--- config.mk ---
export PLATFORM = sky130hd
export DESIGN_NAME = branch_rs
export DESIGN_NICKNAME = d
export VERILOG_FILES = /design/src/rtl/branch_rs.sv
export SDC_FILE = /design/constraint.sdc
export NUM_CORES = 1
export LEC_CHECK = 0
export CORE_MARGIN = 4
export CORE_UTILIZATION = 58
export CTS_BUF_LIST = sky130_fd_sc_hd__clkbuf_8 sky130_fd_sc_hd__clkbuf_16
export CTS_CLUSTER_DIAMETER = 150
export CTS_CLUSTER_SIZE = 28
export DETAILED_ROUTE_END_ITERATION = 10
export PLACE_DENSITY = 0.78
export SYNTH_ARGS = -nofsm -noshare
export SYNTH_HDL_FRONTEND = slang
export SYNTH_SLANG_ARGS = --single-unit
--- constraint.sdc ---
create_clock -name clk -period 8.2 [get_ports clk]
set_input_delay 1.64 -clock clk [delete_from_list [all_inputs] [get_ports clk]]
set_output_delay 1.64 -clock clk [all_outputs]
set_load 0.05 [all_outputs]
--- src/rtl/branch_rs.sv ---
// Branch reservation station: holds conditional branches until both operands are
// present, then issues the oldest ready one per cycle to an external comparator.
module branch_rs #(
  parameter int ENTRIES = 4,
  parameter int TAG_W   = 4
) (
  input  logic             clk,
  input  logic             reset,
  input  logic             in_valid,
  output logic             in_ready,
  input  logic [9:0]       in_op,
  input  logic [TAG_W-1:0] in_tag,
  input  logic [31:0]      in_vj,
  input  logic [31:0]      in_vk,
  input  logic [TAG_W-1:0] in_qj,
  input  logic [TAG_W-1:0] in_qk,
  input  logic [31:0]      in_pc,
  input  logic [31:0]      in_imm,
  input  logic             cdb_valid,
  input  logic [TAG_W-1:0] cdb_tag,
  input  logic [31:0]      cdb_value,
  input  logic             flush,
  output logic [31:0]      br_vj,
  output logic [31:0]      br_vk,
  output logic [9:0]       br_op,
  input  logic             br_y,
  output logic             out_valid,
  output logic [TAG_W-1:0] out_tag,
  output logic             out_taken,
  output logic [31:0]      out_target
);

  localparam int IDX_W = (ENTRIES > 1) ? $clog2(ENTRIES) : 1;

  logic [ENTRIES-1:0] r_busy;
  logic [9:0]         r_op  [ENTRIES];
  logic [TAG_W-1:0]   r_tag [ENTRIES];
  logic [31:0]        r_vj  [ENTRIES];
  logic [31:0]        r_vk  [ENTRIES];
  logic [TAG_W-1:0]   r_qj  [ENTRIES];
  logic [TAG_W-1:0]   r_qk  [ENTRIES];
  logic [31:0]        r_pc  [ENTRIES];
  logic [31:0]        r_imm [ENTRIES];
  // r_older[i][j] == 1 means entry i was inserted before entry j.
  logic [ENTRIES-1:0] r_older [ENTRIES];

  logic             r_out_valid;
  logic [TAG_W-1:0] r_out_tag;
  logic             r_out_taken;
  logic [31:0]      r_out_target;

  logic [ENTRIES-1:0] w_ready;
  logic [ENTRIES-1:0] w_grant;
  logic               w_sel_valid;
  logic [IDX_W-1:0]   w_sel_idx;
  logic [IDX_W-1:0]   w_free_idx;
  logic               w_full;
  logic               w_ins;
  logic               w_byp_j;
  logic               w_byp_k;
  logic [31:0]        w_sel_pc;
  logic [31:0]        w_sel_imm;
  logic [31:0]        w_target;

  // Insert handshake: a branch is taken on any edge where in_valid && in_ready.
  // in_ready looks only at registered occupancy, so a slot freed by this
  // cycle's dispatch is not offered until the following cycle.
  assign w_full   = &r_busy;
  assign in_ready = !w_full;
  assign w_ins    = in_valid && !w_full;
  assign w_byp_j  = cdb_valid && (in_qj != '0) && (in_qj == cdb_tag);
  assign w_byp_k  = cdb_valid && (in_qk != '0) && (in_qk == cdb_tag);

  always_comb begin
    w_free_idx = '0;
    for (int i = ENTRIES - 1; i >= 0; i--) begin
      if (!r_busy[i]) w_free_idx = IDX_W'(i);
    end
  end

  // An entry wins when no other ready entry is older than it.
  always_comb begin
    for (int i = 0; i < ENTRIES; i++) begin
      w_ready[i] = r_busy[i] && (r_qj[i] == '0) && (r_qk[i] == '0);
    end
    for (int i = 0; i < ENTRIES; i++) begin
      w_grant[i] = w_ready[i];
      for (int j = 0; j < ENTRIES; j++) begin
        if (j != i && w_ready[j] && r_older[j][i]) w_grant[i] = 1'b0;
      end
    end
  end

  always_comb begin
    w_sel_idx = '0;
    for (int i = 0; i < ENTRIES; i++) begin
      if (w_grant[i]) w_sel_idx = IDX_W'(i);
    end
  end

  assign w_sel_valid = |w_grant;
  assign br_vj       = w_sel_valid ? r_vj[w_sel_idx] : '0;
  assign br_vk       = w_sel_valid ? r_vk[w_sel_idx] : '0;
  assign br_op       = w_sel_valid ? r_op[w_sel_idx] : '0;
  assign w_sel_pc    = r_pc[w_sel_idx];
  assign w_sel_imm   = r_imm[w_sel_idx];
  assign w_target    = br_y ? (w_sel_pc + w_sel_imm) : (w_sel_pc + 32'd4);

  always_ff @(posedge clk) begin
    if (reset) begin
      r_busy       <= '0;
      r_out_valid  <= 1'b0;
      r_out_tag    <= '0;
      r_out_taken  <= 1'b0;
      r_out_target <= '0;
      for (int i = 0; i < ENTRIES; i++) r_older[i] <= '0;
    end else if (flush) begin
      r_busy      <= '0;
      r_out_valid <= 1'b0;
    end else begin
      r_out_valid <= w_sel_valid;
      if (w_sel_valid) begin
        r_out_tag    <= r_tag[w_sel_idx];
        r_out_taken  <= br_y;
        r_out_target <= w_target;
      end
      for (int i = 0; i < ENTRIES; i++) begin
        if (cdb_valid && r_busy[i] && (r_qj[i] != '0) && (r_qj[i] == cdb_tag)) begin
          r_vj[i] <= cdb_value;
          r_qj[i] <= '0;
        end
        if (cdb_valid && r_busy[i] && (r_qk[i] != '0) && (r_qk[i] == cdb_tag)) begin
          r_vk[i] <= cdb_value;
          r_qk[i] <= '0;
        end
        if (w_grant[i]) r_busy[i] <= 1'b0;
        if (w_ins && (w_free_idx == IDX_W'(i))) begin
          r_busy[i]  <= 1'b1;
          r_op[i]    <= in_op;
          r_tag[i]   <= in_tag;
          r_pc[i]    <= in_pc;
          r_imm[i]   <= in_imm;
          r_vj[i]    <= w_byp_j ? cdb_value : in_vj;
          r_qj[i]    <= w_byp_j ? '0 : in_qj;
          r_vk[i]    <= w_byp_k ? cdb_value : in_vk;
          r_qk[i]    <= w_byp_k ? '0 : in_qk;
          r_older[i] <= '0;
        end else if (w_ins) begin
          r_older[i][w_free_idx] <= 1'b1;
        end
      end
    end
  end

  assign out_valid  = r_out_valid;
  assign out_tag    = r_out_tag;
  assign out_taken  = r_out_taken;
  assign out_target = r_out_target;

endmodule

Yosys cells after proc, flatten, opt, wreduce, memory -nomap -nowiden
Memory sizes are Yosys's and may differ from the RTL's. A register that Yosys moved wholly into a read port is not among the register bits.
Index checks and enable logic that the tools add are counted.
Word-level totals
  bits in registers: 38
  memory bits (writable): 616
  input bits: 192
  output and inout bits: 113
  word-level logic and storage cells: 336
  memories: 9
Memory list
  r_imm: depth 4, width 32, read ports 1, clocked after memory_dff 0, write ports 1, RTL line 43  | logic [31:0] r_imm [ENTRIES];
  r_pc: depth 4, width 32, read ports 1, clocked after memory_dff 0, write ports 1, RTL line 42  | logic [31:0] r_pc [ENTRIES];
  r_vj: depth 4, width 32, read ports 1, clocked after memory_dff 0, write ports 4, RTL line 38  | logic [31:0] r_vj [ENTRIES];
  r_vk: depth 4, width 32, read ports 1, clocked after memory_dff 0, write ports 4, RTL line 39  | logic [31:0] r_vk [ENTRIES];
  r_op: depth 4, width 10, read ports 1, clocked after memory_dff 0, write ports 1, RTL line 36  | logic [9:0] r_op [ENTRIES];
  r_older: depth 4, width 4, read ports 4, clocked after memory_dff 0, write ports 4, RTL line 45  | logic [ENTRIES-1:0] r_older [ENTRIES];
  +3 memories
Operators by class
  add/subtract/negate cells: 2
  magnitude comparators: 2
  eq/ne operators: 13
  muxes and demuxes: 176
  bitwise logic cells: 37
  reduce and logical (&&, ||, !) cells: 90
Operator list (number)
  32-bit two-way mux: 19
  32-bit OR reduction: 6
  1-bit two-way mux: 113
  4-bit two-way mux: 21
  1-bit logical AND: 50
  4-bit == test: 10
  10-bit two-way mux: 4
  4-bit nonzero test: 10
  2-bit two-way mux: 18
  1-bit bitwise OR: 36
  32-bit by 3-bit adder with 32-bit output (second input constant): 1
  32-bit adder: 1
  4-bit logical NOT: 8
  10-bit OR reduction: 3
  4-bit OR reduction: 4
  2-bit nonzero test: 4
  2-bit == test (second input constant): 2
  4-bit AND reduction: 1
  2-bit by 3-bit < comparator with 1-bit output (second input constant): 1
  1-bit demux with 2-bit select: 1
  2-bit by 1-bit == test with 1-bit output (second input constant): 1
  2-bit by 1-bit >= comparator with 1-bit output (second input constant): 1
  2-bit logical NOT: 1
  2-bit AND reduction: 1
  other kinds (3): 3

Longest topological paths before layout
Gate-level depths: netlist of run 1.
  depth in word-level cells: 14
  depth in mapped cells: 28
  depth with buffers taken out: 24

Worst setup path before layout of run 1
No wires, ideal clock.
  path type: input-to-reg
  start point: input port cdb_tag[2]
  end point: memory r_qj[2][0] (enable)
  library setup time: 530 ps
  data arrival time: 6001 ps
  setup slack: 1669 ps
  stages: 4
  cells stage by stage: buf_1 or4_1 nand3_1 o41ai_1
RTL lines
  from (decl): RTL line 20  | input logic [TAG_W-1:0] cdb_tag,
  to (decl): RTL line 40  | logic [TAG_W-1:0] r_qj [ENTRIES];

==> results_tabular.tex, run 1 <==
\begin{tabular}{lr}
\hline
Metric & Value \\
\hline
\multicolumn{2}{l}{\textbf{Worst hold path}} \\
\quad Hold crit path type & flip-flop to flip-flop \\
\multicolumn{2}{l}{\textbf{Clock network}} \\
\quad Number of buffers inserted by hold repair at cts & 0 \\
\quad H-tree level count & 1 \\
\quad Resized cells post-CTS & 0 \\
\quad Post-CTS clock slew at the launch and capture registers of the worst setup and hold paths & 0.10 ns \\
\quad Clock buffers created by TritonCTS & 27 \\
\quad Num Clock Sinks & 654 \\
\quad Cell chosen for the clock root & sky130\_fd\_sc\_hd\_\_clkbuf\_16 \\
\quad Maximum clock path buffer count & 3 \\
\quad Worst-Skew Late Latency & roughly 0.61 ns \\
\quad TritonCTS clock tree & done \\
\quad Setup bufs post-CTS & 0 \\
\multicolumn{2}{l}{\textbf{Job}} \\
\quad Max-cap violations & 0 \\
\multicolumn{2}{l}{\textbf{Route}} \\
\quad Total vias in the final route & 21,368 \\
\quad 1st-iter DRT viols & roughly 2,100 \\
\quad Count of nets left with antenna violations after detail routing & 0 \\
\quad Overall routed net length & 85,900 um \\
\quad Remaining design rule violation count & 0 \\
\quad Average vias per placed instance & 6.49 \\
\quad Routed wire length per instance & 26.1 um \\
\quad DRT Pass-1 Iters & 5 \\
\multicolumn{2}{l}{\textbf{Timing}} \\
\quad Setup TNS after final layout & 0 ns \\
\quad RSZ-0062 raised after global routing & no \\
\quad Setup Viol. Count Final & 0 \\
\quad Post-route fraction of the period consumed by the critical path & 0.867 \\
\quad Max-slew violation count & 0 \\
\quad Worst Max-Slew Pin Slew & 0.975 ns \\
\quad Clock tree skew after final layout & around 0.018 ns \\
\quad Final hold slack & 0.467 ns \\
\quad Rel. slew slack & 0.350 \\
\quad Final Hold Violating Endpoints & 0 \\
\quad Maximum clock rate & 141 MHz \\
\quad Minimum period implied by the final worst setup slack & 7.11 ns \\
\multicolumn{2}{l}{\textbf{Critical path}} \\
\quad CP Data Arrival Time & between 5 and 6 ns \\
\quad Reg2Reg Launch Point & r\_qj[1][1] \\
\quad Top fanout value on the critical path & 39 \\
\quad Critical path class & flip-flop to output pin \\
\quad Cells on worst reg2reg path & 23 \\
\quad Capture point of the worst reg-to-reg path & out\_target[21] \\
\quad Register-to-register path setup slack & 1.84 ns \\
\quad Critical Path End & br\_vk[0] \\
\quad Kind of start point of the critical path & flip-flop \\
\quad Beginning of the critical path & r\_qk[3][0] \\
\quad Crit. End Element & output pin \\
\quad Required time at the worst-slack endpoint & 6.56 ns \\
\multicolumn{2}{l}{\textbf{Cells and area}} \\
\quad Register cell area after layout & 0.0192 sq mm \\
\quad Multi-input combinational cell area & 0.0107 sq mm \\
\quad Most common library cell in the layout ignoring fill and taps & sky130\_fd\_sc\_hd\_\_edfxtp\_1 \\
\quad Commonest cells after routing, fill and taps aside & sky130\_fd\_sc\_hd\_\_edfxtp\_1 (612), sky130\_fd\_sc\_hd\_\_clkdlybuf4s50\_1 (303), sky130\_fd\_sc\_hd\_\_mux2\_2 (258) \\
\quad Layout cells sized above 1 & 0.148 \\
\quad Filler cells & 3,727 \\
\quad Layout Cells excl Fill & around 3,300 \\
\quad Area overhead of the layout relative to synthesis & 14.8\% \\
\quad Nets & 2,804 \\
\multicolumn{2}{l}{\textbf{Floorplanning}} \\
\quad Die Outline Area & 0.0564 sq mm \\
\quad Starting density of the core & 0.591 \\
\quad Count of standard-cell rows & 83 \\
\quad Core area & 0.0517 sq mm \\
\quad Overall die height & 237 um \\
\quad Ports & approximately 300 \\
\quad Die Span X & 237 um \\
\multicolumn{2}{l}{\textbf{Synthesis}} \\
\quad Dominant register cell in the synthesized netlist & sky130\_fd\_sc\_hd\_\_edfxtp\_1 \\
\quad Main area contributors after synthesis & sky130\_fd\_sc\_hd\_\_edfxtp\_1 (60\%), sky130\_fd\_sc\_hd\_\_mux2\_2 (9.5\%), sky130\_fd\_sc\_hd\_\_nand2\_1 (2.9\%) \\
\quad Synth Register Bits & 654 \\
\quad Distinct cell type count after synthesis & 92 \\
\quad Combined area of all synthesized cells & approximately 0.03 sq mm \\
\quad Number of synthesized flops with an enable pin & 612 \\
\quad Mean cell area of the mapped netlist & 12.9 sq um \\
\quad Portion of synthesized cell area occupied by the leading cell type & 0.602 \\
\quad Count of warnings emitted by yosys & 0 \\
\quad Gate count after technology mapping & around 2,400 \\
\quad Net count after synthesis & 2,582 \\
\quad Share of the yosys chip area belonging to registers & 0.629 \\
\quad Cell type with the largest total area after synthesis & sky130\_fd\_sc\_hd\_\_edfxtp\_1 \\
\quad Share of flip-flops with an asynchronous set or reset after synthesis & 0 \\
\multicolumn{2}{l}{\textbf{Power and ir drop}} \\
\quad Ratio of total power to cell area & 163 mW/mm\^{}2 \\
\quad Worst VDD drop & between 0.1 and 0.15 mV \\
\quad Lkg Pwr & $\sim$0.012 uW \\
\multicolumn{2}{l}{\textbf{Global routing}} \\
\quad First-pass GRT wire length & 129,000 um \\
\quad Maximum number of pins on one net before global-route repair & 128 \\
\quad Total global-route track usage & 0.294 \\
\quad Via count of the first global-routing pass & 21,661 \\
\quad Grt ovf & 0 \\
\quad Number of antenna violations at the first check in global routing & 12 \\
\multicolumn{2}{l}{\textbf{Placement}} \\
\quad Hpwl dp & 55,100 um \\
\quad DP Cell Count & 3,236 \\
\quad Input/output buffers & 304 \\
\quad Final estimated routing congestion in global placement & 0.932 \\
\multicolumn{2}{l}{\textbf{Outcome}} \\
\quad Status & finished clean \\
\hline
\end{tabular}
==> worst max-delay path, stage by stage, from the launching register on <==
cell	delay (ns)
sky130_fd_sc_hd__edfxtp_1	0.43
sky130_fd_sc_hd__nor4_2	0.49
sky130_fd_sc_hd__and3_1	0.36
sky130_fd_sc_hd__a21o_1	0.42
sky130_fd_sc_hd__nor2_8	0.07
sky130_fd_sc_hd__nor2_1	0.50
sky130_fd_sc_hd__nand3_2	0.90
sky130_fd_sc_hd__buf_4	0.62
sky130_fd_sc_hd__o21ai_0	0.17
sky130_fd_sc_hd__a21oi_1	0.14
sky130_fd_sc_hd__clkdlybuf4s50_1	0.74
==> power by group <==
group          internal, uW  leakage, uW  switching [uW]  total [uW]
Sequential             3680      0.00589            10.5        3690
Clock                   613     0.000454             995        1610
Combinational           205      0.00519             228         433
==> layer usage <==
metal | track usage | wire length, um | vias up
met5 | 0 | 62 | -
met4 | 0.0750 | 1850 | 10
met3 | 0.0584 | 7600 | 139
met2 | 0.514 | 43300 | 1013
met1 | 0.382 | 33100 | 10718
li1 | - | - | 9488
==> synthesized netlist by cell type (all sizes together) (5+ instances only) <==
master / instances
buf: 54
maj3: 5
a211oi: 22
nand2: 242
o21a: 10
nand3b: 6
clkbuf: 96
o21ai: 176
o31ai: 13
and3: 21
mux2: 258
nand3: 66
o211ai: 9
xor2: 29
nor2b: 5
o221ai: 83
inv: 44
nor4: 13
a31oi: 11
xnor2: 57
edfxtp: 612
o21bai: 5
nor2: 96
a21oi: 146
or2: 5
nor3: 29
and2: 7
nand4: 20
a22oi: 5
o22ai: 40
mux2i: 16
nand2b: 8
ha: 26
dfxtp: 42
a21o: 27
o41ai: 5
==> flip-flops by register name, summed over array words and instances (netlist names), 16 cells and up <==
name / cells
r_vk: 128
r_vj: 128
r_qk: 16
r_op: 40
r_tag: 16
r_qj: 16
r_pc: 128
out_target: 32
r_imm: 128
==> through the flow <==
stage	total power [uW]	cell area [sq um]	utilization	setup WS, ns
after detailed placement	4190	34300	0.663	1.82
after floorplan	3980	30500	-	1.67
after CTS	5750	35000	0.678	1.12
after global routing	5900	35100	0.678	0.796
after global placement	4180	34300	0.663	1.90
final	5730	35100	0.678	1.09
==> layout make-up <==
cell class	count	share of cell area
Clock buffer	27	0.0193
Timing Repair Buffer	343	0.0957
Inverter	45	0.00496
Sequential cell	654	0.548
Clock inverter	22	0.00282
Tap cell	680	0.0243
Antenna cell	7	0.000500
Multi-Input combinational cell	1514	0.304
==> how the worst min path moves through the flow <==
stage          depth (start not counted)         end  slack (ns)        from
5_1_grt                                2  out_tag[3]        0.49  out_tag[3]
2_1_floorplan                          2   r_busy[1]        0.48   r_busy[1]
4_1_cts                                2  out_tag[3]        0.47  out_tag[3]
6_report                               2  out_tag[3]        0.47  out_tag[3]
3_3_place_gp                           2  out_tag[3]        0.44  out_tag[3]
3_5_place_dp                           2  out_tag[3]        0.45  out_tag[3]
==> kinds of logic (layout without fill, tap and decap cells) <==
family	Yosys count	count (layout)	synth area share
other	0	7	0
multiplexers	274	274	0.100
AO/OA/AOI/OAI	578	578	0.121
buffers and inverters	195	437	0.0252
flip-flops	654	654	0.629
adder cells (fa/ha/maj)	32	32	0.0130
AND/OR/NAND/NOR	544	544	0.0863
XOR/XNOR	86	86	0.0247
Power figures use the tool's default switching activity.
==> run 2, diff against run 1 <==
Settings changed: HOLD_SLACK_MARGIN set to 0.08.
==> results of run 2 <==
Same layout as run 1: the final DEF is identical, and so are final timing and power.
==> run 3, diff against run 2 <==
Settings changed: CORE_UTILIZATION 58 to 45, PLACE_DENSITY 0.78 to 0.62.
==> results_tabular.tex, run 3 (synthesized netlist as in run 1, its figures left out) <==
\begin{tabular}{lr}
\hline
Metric & Value \\
\hline
\multicolumn{2}{l}{\textbf{Critical path}} \\
\quad Top fanout value on the critical path & 75 (was 39) \\
\quad Capture point of the worst reg-to-reg path & out\_target[29] (was out\_target[21]) \\
\quad Kind of start point of the critical path & flip-flop (unchanged) \\
\quad CP Data Arrival Time & 5.29 ns (was 5.47 ns) \\
\quad Cells on worst reg2reg path & 21 (was 23) \\
\quad Register-to-register path setup slack & 1.96 ns (was 1.84 ns) \\
\quad Critical Path End & br\_vj[22] (was br\_vk[0]) \\
\quad Critical path class & flip-flop to output pin (unchanged) \\
\quad Required time at the worst-slack endpoint & 6.56 ns (about the same) \\
\quad Buffers and inverters on the worst path & 1 (was 2) \\
\quad Crit. End Element & output pin (unchanged) \\
\quad Largest delay share family, worst path & simple AND/OR/NAND/NOR gates (unchanged) \\
\quad Reg2Reg Launch Point & r\_qj[3][1] (was r\_qj[1][1]) \\
\quad Beginning of the critical path & r\_qj[3][1] (was r\_qk[3][0]) \\
\quad Critical path cell sequence & nor4\_2 > and3\_1 > a21o\_1 > nor2\_8 > nor2\_1 > nand3\_4 > o21ai\_0 > a21oi\_1 > clkdlybuf4s50\_1 (was nor4\_2 > and3\_1 > a21o\_1 > nor2\_8 > nor2\_1 > nand3\_2 > buf\_4 > o21ai\_0 > a21oi\_1 > clkdlybuf4s50\_1) \\
\quad Standard cell with the maximum stage delay on the critical path & sky130\_fd\_sc\_hd\_\_nand3\_4 (was sky130\_fd\_sc\_hd\_\_nand3\_2) \\
\quad Stages on the worst setup path & 9 (was 10) \\
\quad CP max stage delay & 0.92 ns (was 0.90 ns) \\
\multicolumn{2}{l}{\textbf{Route}} \\
\quad Remaining design rule violation count & 0 (unchanged) \\
\quad Count of nets left with antenna violations after detail routing & 0 (unchanged) \\
\quad Total vias in the final route & 20,671 (was 21,368) \\
\quad Average vias per placed instance & 5.93 (was 6.49) \\
\quad DRT Pass-1 Iters & 5 (unchanged) \\
\quad Overall routed net length & 88,800 um (was 85,900 um) \\
\quad Routed wire length per instance & 25.5 um (was 26.1 um) \\
\quad 1st-iter DRT viols & 1,685 (was 2,124) \\
\multicolumn{2}{l}{\textbf{Global routing}} \\
\quad Number of antenna violations at the first check in global routing & 23 (was 12) \\
\quad Via count of the first global-routing pass & 20,908 (was 21,661) \\
\quad Grt ovf & 0 (unchanged) \\
\quad First-pass GRT wire length & 132,000 um (was 129,000 um) \\
\quad Total global-route track usage & 0.240 (was 0.294) \\
\quad Maximum number of pins on one net before global-route repair & 76 (was 128) \\
\multicolumn{2}{l}{\textbf{Timing}} \\
\quad Setup Viol. Count Final & 0 (unchanged) \\
\quad Worst Max-Slew Pin Slew & 1.07 ns (was 0.975 ns) \\
\quad Max-slew violation count & 0 (unchanged) \\
\quad Minimum period implied by the final worst setup slack & 6.93 ns (was 7.11 ns) \\
\quad Clock tree skew after final layout & 0.0193 ns (was 0.0182 ns) \\
\quad Final Hold Violating Endpoints & 0 (unchanged) \\
\quad Maximum clock rate & 144 MHz (was 141 MHz) \\
\quad Post-route fraction of the period consumed by the critical path & 0.846 (was 0.867) \\
\quad Rel. slew slack & 0.289 (was 0.350) \\
\quad Setup TNS after final layout & 0 ns (unchanged) \\
\quad RSZ-0062 raised after global routing & no (unchanged) \\
\quad Final Worst Setup Slack & 1.27 ns (was 1.09 ns) \\
\multicolumn{2}{l}{\textbf{Worst hold path}} \\
\quad Cells on Worst Hold Path & 2 (unchanged) \\
\quad Hold crit path type & flip-flop to flip-flop (unchanged) \\
\multicolumn{2}{l}{\textbf{Cells and area}} \\
\quad Area overhead of the layout relative to synthesis & 15.5\% (was 14.8\%) \\
\quad Nets & 2,803 (was 2,804) \\
\quad Filler cells & 5,792 (was 3,727) \\
\quad Layout cells sized above 1 & 0.147 (was 0.148) \\
\quad Commonest cells after routing, fill and taps aside & sky130\_fd\_sc\_hd\_\_edfxtp\_1 (612), sky130\_fd\_sc\_hd\_\_clkdlybuf4s50\_1 (303), sky130\_fd\_sc\_hd\_\_mux2\_2 (258) (unchanged) \\
\quad Most common library cell in the layout ignoring fill and taps & sky130\_fd\_sc\_hd\_\_edfxtp\_1 (unchanged) \\
\multicolumn{2}{l}{\textbf{Placement}} \\
\quad Hpwl dp & 57,000 um (was 55,100 um) \\
\quad Pre-CTS setup slack & 1.92 ns (was 1.82 ns) \\
\quad Final estimated routing congestion in global placement & 0.891 (was 0.932) \\
\quad Input/output buffers & 304 (unchanged) \\
\multicolumn{2}{l}{\textbf{Clock network}} \\
\quad Clock buffers created by TritonCTS & 27 (unchanged) \\
\quad Setup bufs post-CTS & 0 (unchanged) \\
\quad TritonCTS clock tree & done (unchanged) \\
\quad Worst-Skew Late Latency & 0.62 ns (was 0.61 ns) \\
\quad Num Clock Sinks & 654 (unchanged) \\
\quad Post-CTS clock slew at the launch and capture registers of the worst setup and hold paths & 0.11 ns (was 0.10 ns) \\
\quad H-tree level count & 1 (unchanged) \\
\quad Number of buffers inserted by hold repair at cts & 0 (unchanged) \\
\quad Maximum clock path buffer count & 3 (unchanged) \\
\quad Cell chosen for the clock root & sky130\_fd\_sc\_hd\_\_clkbuf\_16 (unchanged) \\
\quad Resized cells post-CTS & 0 (unchanged) \\
\multicolumn{2}{l}{\textbf{Floorplanning}} \\
\quad Overall die height & 269 um (was 237 um) \\
\quad Ports & 305 (unchanged) \\
\quad Starting density of the core & 0.454 (was 0.591) \\
\quad Core area & 0.0673 sq mm (was 0.0517 sq mm) \\
\quad Die Outline Area & 0.0721 sq mm (was 0.0564 sq mm) \\
\quad Die Span X & 269 um (was 237 um) \\
\quad Count of standard-cell rows & 95 (was 83) \\
\multicolumn{2}{l}{\textbf{Power and ir drop}} \\
\quad Lkg Pwr & 0.0115 uW (about the same) \\
\quad Worst VDD drop & 0.122 mV (was 0.141 mV) \\
\quad Ratio of total power to cell area & 163 mW/mm\^{}2 (about the same) \\
\multicolumn{2}{l}{\textbf{Job}} \\
\quad Max-cap violations & 0 (unchanged) \\
\multicolumn{2}{l}{\textbf{Outcome}} \\
\quad Status & finished clean (unchanged) \\
\hline
\end{tabular}
-- run 3: cell count changes in the layout (fill, tap and decap cells not counted) --
cell                      delta
sky130_fd_sc_hd__buf_12      -2
sky130_fd_sc_hd__buf_4       +1
sky130_fd_sc_hd__diode_2     +4
sky130_fd_sc_hd__nand3_2     -1
sky130_fd_sc_hd__nand3_4     +1
-- run 3: power by group --
part / leakage (uW) / internal, uW / switching, uW / total, uW
Clock: 0.000454 / 613 / 1020 / 1630
Combinational: 0.00518 / 205 / 221 / 425
Sequential: 0.00589 / 3680 / 9.54 / 3690
-- run 3: worst reg2reg max path, delay by kind of cell, from the launching register on --
family | cells | cell delay [ns]
buffers and inverters | 3 | 1.26
AO/OA/AOI/OAI | 8 | 1.44
multiplexers | 1 | 0.22
flip-flops | 1 | 0.46
AND/OR/NAND/NOR | 6 | 1.63
adder cells (fa/ha/maj) | 3 | 1.10
-- run 3: per-stage QoR --
stage	area (sq um)	total power, uW	hold slack (ns)	util	std cells
final	35300	5750	0.466	0.524	3488
after global routing	35300	5950	0.492	0.524	3483
after CTS	35300	5790	0.472	0.524	3477
after detailed placement	34500	4190	0.459	0.513	3428
after global placement	34500	4170	0.450	0.513	3428
after floorplan	30500	3980	0.482	-	2363
-- run 3: worst min-delay path by stage --
stage,slack (ns),end,from
after global placement,0.45,out_target[5],out_target[5]
after floorplan,0.48,r_busy[1],r_busy[1]
after global routing,0.49,out_target[5],out_target[5]
final,0.47,out_target[10],out_target[10]
after detailed placement,0.46,out_target[5],out_target[5]
after CTS,0.47,out_target[5],out_target[5]
-- run 3: layout make-up --
type / count / area, sq um / area share
Antenna cell: 11 / 27.5 / 0.000780
Multi-Input combinational cell: 1514 / 10700 / 0.303
Tap cell: 873 / 1090 / 0.0310
Inverter: 45 / 174 / 0.00493
Clock inverter: 22 / 98.8 / 0.00280
Timing Repair Buffer: 342 / 3320 / 0.0942
Sequential cell: 654 / 19200 / 0.545
Clock buffer: 27 / 676 / 0.0191
-- run 3: per-layer routing --
layer  share of wire  vias to the layer above  global-route usage
li1                -                     9508                   -
met1            0.42                    10334               0.327
met2            0.49                      686               0.399
met3           0.069                      117              0.0516
met4           0.022                       26              0.0516
met5          0.0021                        -                   0
